`src/rtl/cmp_pkg.sv`:
```
// -----------------------------------------------------------------------------
// cmp_pkg
// Shared definitions for the iterative magnitude comparator:
//   - state_t : FSM state encoding (IDLE / RUN / DONE)
//   - res_t   : one-hot result vector {gt, eq, lt} and its constants GT/EQ/LT
//   - resolve : maps the "a chunk already differed" flag and its direction
//               onto the one-hot result vector
// -----------------------------------------------------------------------------
package cmp_pkg;

  typedef enum logic [1:0] {
    IDLE = 2'd0,
    RUN  = 2'd1,
    DONE = 2'd2
  } state_t;

  // Result vector layout is {gt, eq, lt}; exactly one bit is set once a
  // compare has completed, all-zero only out of reset.
  typedef logic [2:0] res_t;

  localparam res_t GT   = 3'b100;
  localparam res_t EQ   = 3'b010;
  localparam res_t LT   = 3'b001;
  localparam res_t NONE = 3'b000;

  // If no chunk ever differed the operands are equal; otherwise the first
  // differing chunk alone decides the direction.
  function automatic res_t resolve(input logic decided, input logic is_gt);
    if (!decided) begin
      return EQ;
    end
    return is_gt ? GT : LT;
  endfunction

endpackage

```
`src/rtl/cmp_chunk.sv`:
```
// -----------------------------------------------------------------------------
// cmp_chunk
// Combinational unsigned compare of one C-bit chunk. Signed operands are
// mapped to offset binary before they reach this block, so an unsigned
// compare is always correct here.
// Ports:
//   a, b : C-bit chunk operands
//   gt   : a > b
//   eq   : a == b
// -----------------------------------------------------------------------------
module cmp_chunk #(
  parameter int C = 4
) (
  input  logic [C-1:0] a,
  input  logic [C-1:0] b,
  output logic         gt,
  output logic         eq
);

  assign gt = (a > b);
  assign eq = (a == b);

endmodule

```
`src/rtl/seq_magnitude_cmp.sv`:
```
// -----------------------------------------------------------------------------
// seq_magnitude_cmp
// Iterative W-bit magnitude comparator. Operands are latched on accept and
// compared C bits per cycle, most significant chunk first. The first chunk
// that differs fixes the result; later chunks cannot change it.
//
// Parameters:
//   W      : operand width (integer multiple of C)
//   C      : chunk width compared per cycle, N = W/C chunks
//   SIGNED : 0 = unsigned, 1 = two's-complement compare
//
// Ports:
//   clk    : clock, rising edge
//   reset  : asynchronous active-high reset
//   start  : compare request, accepted only while ready is high
//   a, b   : operands, sampled on accept only
//   ready  : high while idle
//   done   : one-cycle pulse when gt/eq/lt have been updated
//   gt/eq/lt : registered result, held until the next completed compare
//
// Build option:
//   CMP_EARLY_EXIT_EN : when defined, the compare finishes in the cycle the
//   first differing chunk is seen. Otherwise every compare takes N chunk
//   cycles (data-independent latency). Results are identical either way.
// -----------------------------------------------------------------------------
module seq_magnitude_cmp
  import cmp_pkg::*;
#(
  parameter int W      = 16,
  parameter int C      = 4,
  parameter bit SIGNED = 1'b0
) (
  input  logic         clk,
  input  logic         reset,
  input  logic         start,
  input  logic [W-1:0] a,
  input  logic [W-1:0] b,
  output logic         ready,
  output logic         done,
  output logic         gt,
  output logic         eq,
  output logic         lt
);

  localparam int N     = W / C;
  localparam int CNT_W = $clog2(N + 1);

  // Flipping the sign bit of both operands turns a two's-complement order
  // into an unsigned order, so the chunk datapath never needs to know.
  localparam logic [W-1:0] SIGN_FLIP = SIGNED ? {1'b1, {(W-1){1'b0}}} : '0;

  state_t           state_q;
  logic [W-1:0]     a_sh_q;
  logic [W-1:0]     b_sh_q;
  logic [CNT_W-1:0] cnt_q;
  logic             decided_q;
  logic             gt_prov_q;
  logic             ready_q;
  logic             done_q;
  res_t             res_q;

  logic             chunk_gt;
  logic             chunk_eq;
  logic             decided_d;
  logic             gt_prov_d;
  logic             run_fin;

  cmp_chunk #(
    .C (C)
  ) u_chunk (
    .a  (a_sh_q[W-1 -: C]),
    .b  (b_sh_q[W-1 -: C]),
    .gt (chunk_gt),
    .eq (chunk_eq)
  );

  // Provisional result after folding in the current top chunk, and whether
  // this RUN cycle is the last one.
  always_comb begin
    decided_d = decided_q;
    gt_prov_d = gt_prov_q;
    if (!decided_q && !chunk_eq) begin
      decided_d = 1'b1;
      gt_prov_d = chunk_gt;
    end
    run_fin = (cnt_q == CNT_W'(1));
`ifdef CMP_EARLY_EXIT_EN
    // Any differing chunk is necessarily the first one in this build,
    // because the compare never continues past it.
    if (!chunk_eq) begin
      run_fin = 1'b1;
    end
`endif
  end

  always_ff @(posedge clk or posedge reset) begin
    if (reset) begin
      state_q   <= IDLE;
      a_sh_q    <= '0;
      b_sh_q    <= '0;
      cnt_q     <= '0;
      decided_q <= 1'b0;
      gt_prov_q <= 1'b0;
      ready_q   <= 1'b1;
      done_q    <= 1'b0;
      res_q     <= NONE;
    end else begin
      case (state_q)
        IDLE: begin
          if (start) begin
            a_sh_q    <= a ^ SIGN_FLIP;
            b_sh_q    <= b ^ SIGN_FLIP;
            cnt_q     <= CNT_W'(N);
            decided_q <= 1'b0;
            gt_prov_q <= 1'b0;
            ready_q   <= 1'b0;
            state_q   <= RUN;
          end
        end

        RUN: begin
          a_sh_q    <= a_sh_q << C;
          b_sh_q    <= b_sh_q << C;
          cnt_q     <= cnt_q - CNT_W'(1);
          decided_q <= decided_d;
          gt_prov_q <= gt_prov_d;
          if (run_fin) begin
            // Result and done are registered together so they become
            // visible in the same cycle.
            res_q   <= resolve(decided_d, gt_prov_d);
            done_q  <= 1'b1;
            state_q <= DONE;
          end
        end

        DONE: begin
          done_q  <= 1'b0;
          ready_q <= 1'b1;
          state_q <= IDLE;
        end

        default: begin
          done_q  <= 1'b0;
          ready_q <= 1'b1;
          state_q <= IDLE;
        end
      endcase
    end
  end

  assign ready         = ready_q;
  assign done          = done_q;
  assign {gt, eq, lt}  = res_q;

endmodule

```
`config.mk`:
```
export PLATFORM = sky130hd
export DESIGN_NAME = seq_magnitude_cmp
export DESIGN_NICKNAME = d
export VERILOG_FILES = /design/src/rtl/cmp_pkg.sv /design/src/rtl/cmp_chunk.sv /design/src/rtl/seq_magnitude_cmp.sv
export SDC_FILE = /design/constraint.sdc
export NUM_CORES = 1
export LEC_CHECK = 0
export CAP_MARGIN = 20
export CORE_MARGIN = 10
export CORE_UTILIZATION = 50
export DETAILED_ROUTE_END_ITERATION = 12
export GPL_TIMING_DRIVEN = 0
export PLACE_DENSITY = 0.88
export SKIP_CTS_REPAIR_TIMING = 1
export SYNTH_ARGS = -nofsm -noshare
export SYNTH_HDL_FRONTEND = slang
export SYNTH_SLANG_ARGS = --single-unit
```
`constraint.sdc`:
```
create_clock -name clk -period 2.1 [get_ports clk]
set_clock_uncertainty 0.1 [all_clocks]
set_input_delay 0.315 -clock clk [delete_from_list [all_inputs] [get_ports clk]]
set_output_delay 0.315 -clock clk [all_outputs]
set_load 0.02 [all_outputs]
```
==> results.md <==
- Final Critical Period: about 1.8 ns
- Run status: completed
- Worst-path clk slew: ~0.090 ns
- Area of the multi-input gates: approximately 780 um^2
- Total die area: roughly 7000 um^2
- P&R area growth vs syn: 29.5%
- Worst R2R End: gt_prov_q
- Cells on worst reg2reg path: 5
- Die Wd: approximately 83 um
- Crit path required time: about 1.7 ns
- Vias per cell: 5.52
- Post-route ant nets: 0
- Crit path buffers/inverters: 1
- TritonRoute pass-1 iters: 5
- Startpoint class of the critical path: register
- CTS tree: done
- FF-to-FF setup slack: 0.42 ns
- Overall routed net length: 4520 um
- H-tree Lvls: 2
- Vias in the first global route: between 1500 and 2000
- YS warnings: 0
- WL/cell: approximately 16 um
- Clock latency on the worst-skew pair: about 0.31 ns
- Die Ht: 83.4 um
- GRT overflow: 0
- Layout cells sized above 1: a little over an eighth
- I/O Pins: 40
- First-pass GRT wire length: between 7000 and 8000 um
- CTS Sinks: between 40 and 50
- Worst path max stage delay: about 0.6 ns
- Synth Net Count: between 200 and 250
- # diodes: 0
- Max Cap Viol: 0
- Row cnt: 22
- CP endpoint kind: primary output
- Unrepaired setup endpoints after global routing: false
- Period utilisation layout: between 80% and 90%
- VDD IR max: 0.490 mV
- Via count: around 1600
- Slew Limit Fails: 0
- Crit-path slowest cell: clkdlybuf4s50_1
- Critical path peak fanout: 2
- Min Hold Slack: between 0.15 and 0.2 ns
- Hold Violations, Final: 0
- Kind of critical path: reg -> out
- Port bufs: 39
- Max Fclk: roughly 540 MHz
- Drt initial violations: 72
- # fillers: between 300 and 400
- HPWL after DPL: 3370 um
- Leak Pwr: between 0.001 and 0.0015 uW
- PwrDens: 1270 nW/um^2
- Final core utilization: between 60 and 70%
- Clock buffer depth: 2
- Initial antenna violation count: 0
- Drt drc: 0
- Crit path cell chain: clkdlybuf4s50_1
- Worst flop-to-flop path startpoint: a_sh_q[15]
- Final nets: approximately 280
- Sequential-to-total area share from yosys stat: a little over half
- FF/Latch Area: approximately 1100 um^2
- Area of the mapped netlist: ~2000 um^2
- Hold Crit Class: in -> async
- Synthesized flop and latch total: 44
- Worst slew margin: 72.6%
- CP Data Arrival Time: ~1.4 ns
- Starting Density: 53.3%
- Number of library cell types mapped by synthesis: 30
- Setup tns final: 0 ns
- CTS Root Cell: clkbuf_8
- GRT Util Overall: 13.0%
- TritonCTS buffer count: 5
- Syn Area/Cell: 10.6 um^2
- Synth Instances: 189
- Slew @ Worst Pin: roughly 0.41 ns
- Placer Congestion: around 0.76
- Core ar.: ~3800 um^2
- Final setup fails: 0
- Largest net degree at the start of global routing: 31
- Kind of cell adding the most delay to the critical path: buffers and inverters
## area by class of cell
cell class	count	share of cell area, %
tap	48	2.31
buffer	12	3.32
timing repair buffer	40	15.8
sequential	44	42.4
clock inverter	2	1.49
clock buffer	6	3.17
inverter	10	1.44
multi-input combinational	123	30.1
## stage by stage
stage	cell area, um^2	setup WS [ns]	power [uW]	std cells
6_report	2600	0.251	3290	285
5_1_grt	2600	0.211	3520	285
4_1_cts	2600	0.229	3320	285
3_5_place_dp	2480	0.295	2630	277
3_3_place_gp	2460	-0.225	2560	276
2_1_floorplan	2010	0.533	2220	189
## worst max-delay path by stage
stage / cells past startpoint / endpoint / start / slack [ns]
after floorplan: 5 / gt_prov_q / a_sh_q[15] / 0.53
after global placement: 2 / b_sh_q[2] / reset / -0.23
after CTS: 1 / ready / ready / 0.23
after global routing: 1 / ready / ready / 0.21
after detailed placement: 6 / b_sh_q[13] / start / 0.29
final: 1 / ready / ready / 0.25
## cell usage after synthesis
cell       n  area [um^2]
dfrtp_1   43         1080
nand2_1   30          113
a22oi_1   24          180
o21ai_0   21          105
inv_1      9         33.8
a22o_1     8         70.1
a21oi_1    6         30.0
ha_1       6         75.1
o21ai_1    6         30.0
buf_4      4         30.0
nor2_1     4         15.0
nor2b_1    4         25.0
buf_2      3         15.0
buf_6      3         33.8
a22o_2     2         20.0
clkbuf_1   2         7.51
a21o_1     1         7.51
a41oi_2    1         16.3
and2b_1    1         7.51
dfstp_2    1         26.3
inv_2      1         3.75
mux2_2     1         11.3
nand2_2    1         6.26
nand3_1    1         5.00
nand4_1    1         6.26
nor2_4     1         11.3
o211ai_2   1         12.5
o21ai_4    1         16.3
o31ai_2    1         12.5
or2b_1     1         7.51
## sequential cells by signal (all words and copies together), names as in the netlist
signal,count
decided_q,1
done,1
res_q,3
state_q,2
gt_prov_q,1
b_sh_q,16
ready,1
cnt_q,3
a_sh_q,16
## layout by cell type (no fill, tap or decap)
cell,synthesis,layout
a21oi_1,6,6
o211ai_2,1,1
or2b_1,1,1
buf_2,3,3
nor2_1,4,4
clkdlybuf4s50_1,0,39
buf_12,0,1
a21o_1,1,1
a22o_2,2,2
ha_1,6,6
o21ai_4,1,1
nor2_4,1,1
bufinv_16,0,1
and2b_1,1,1
inv_2,1,2
o21ai_0,21,21
a22o_1,8,8
nand3_1,1,1
dfrtp_1,43,43
dfstp_2,1,1
a22oi_1,24,24
inv_1,9,8
mux2_2,1,1
a41oi_2,1,1
clkbuf_8,0,6
nand2_2,1,1
nor2b_1,4,4
o31ai_2,1,1
buf_6,3,3
clkinv_4,0,1
buf_4,4,4
clkbuf_1,2,2
o21ai_1,6,6
nand4_1,1,1
nand2_1,30,30
## cells by family after synthesis
family	share of synthesized area, %
AO/OA/AOI/OAI	24.9
adder cells (fa/ha/maj)	3.74
buffers and inverters	6.16
flip-flops	54.9
multiplexers	0.560
AND/OR/NAND/NOR	9.78
## routing by layer
metal  vias up  global-route usage (%)  wire [um]
li1        770                       -          -
met1       751                    15.8       2020
met2        45                    20.2       2150
met3         6                    4.98        282
met5         -                       0          0
met4         0                    4.77         64
## power breakdown
group          switching, uW  internal [uW]
logic                    688            572
registers                177           1160
clock network            302            389
(Power assumes the default switching activity.)
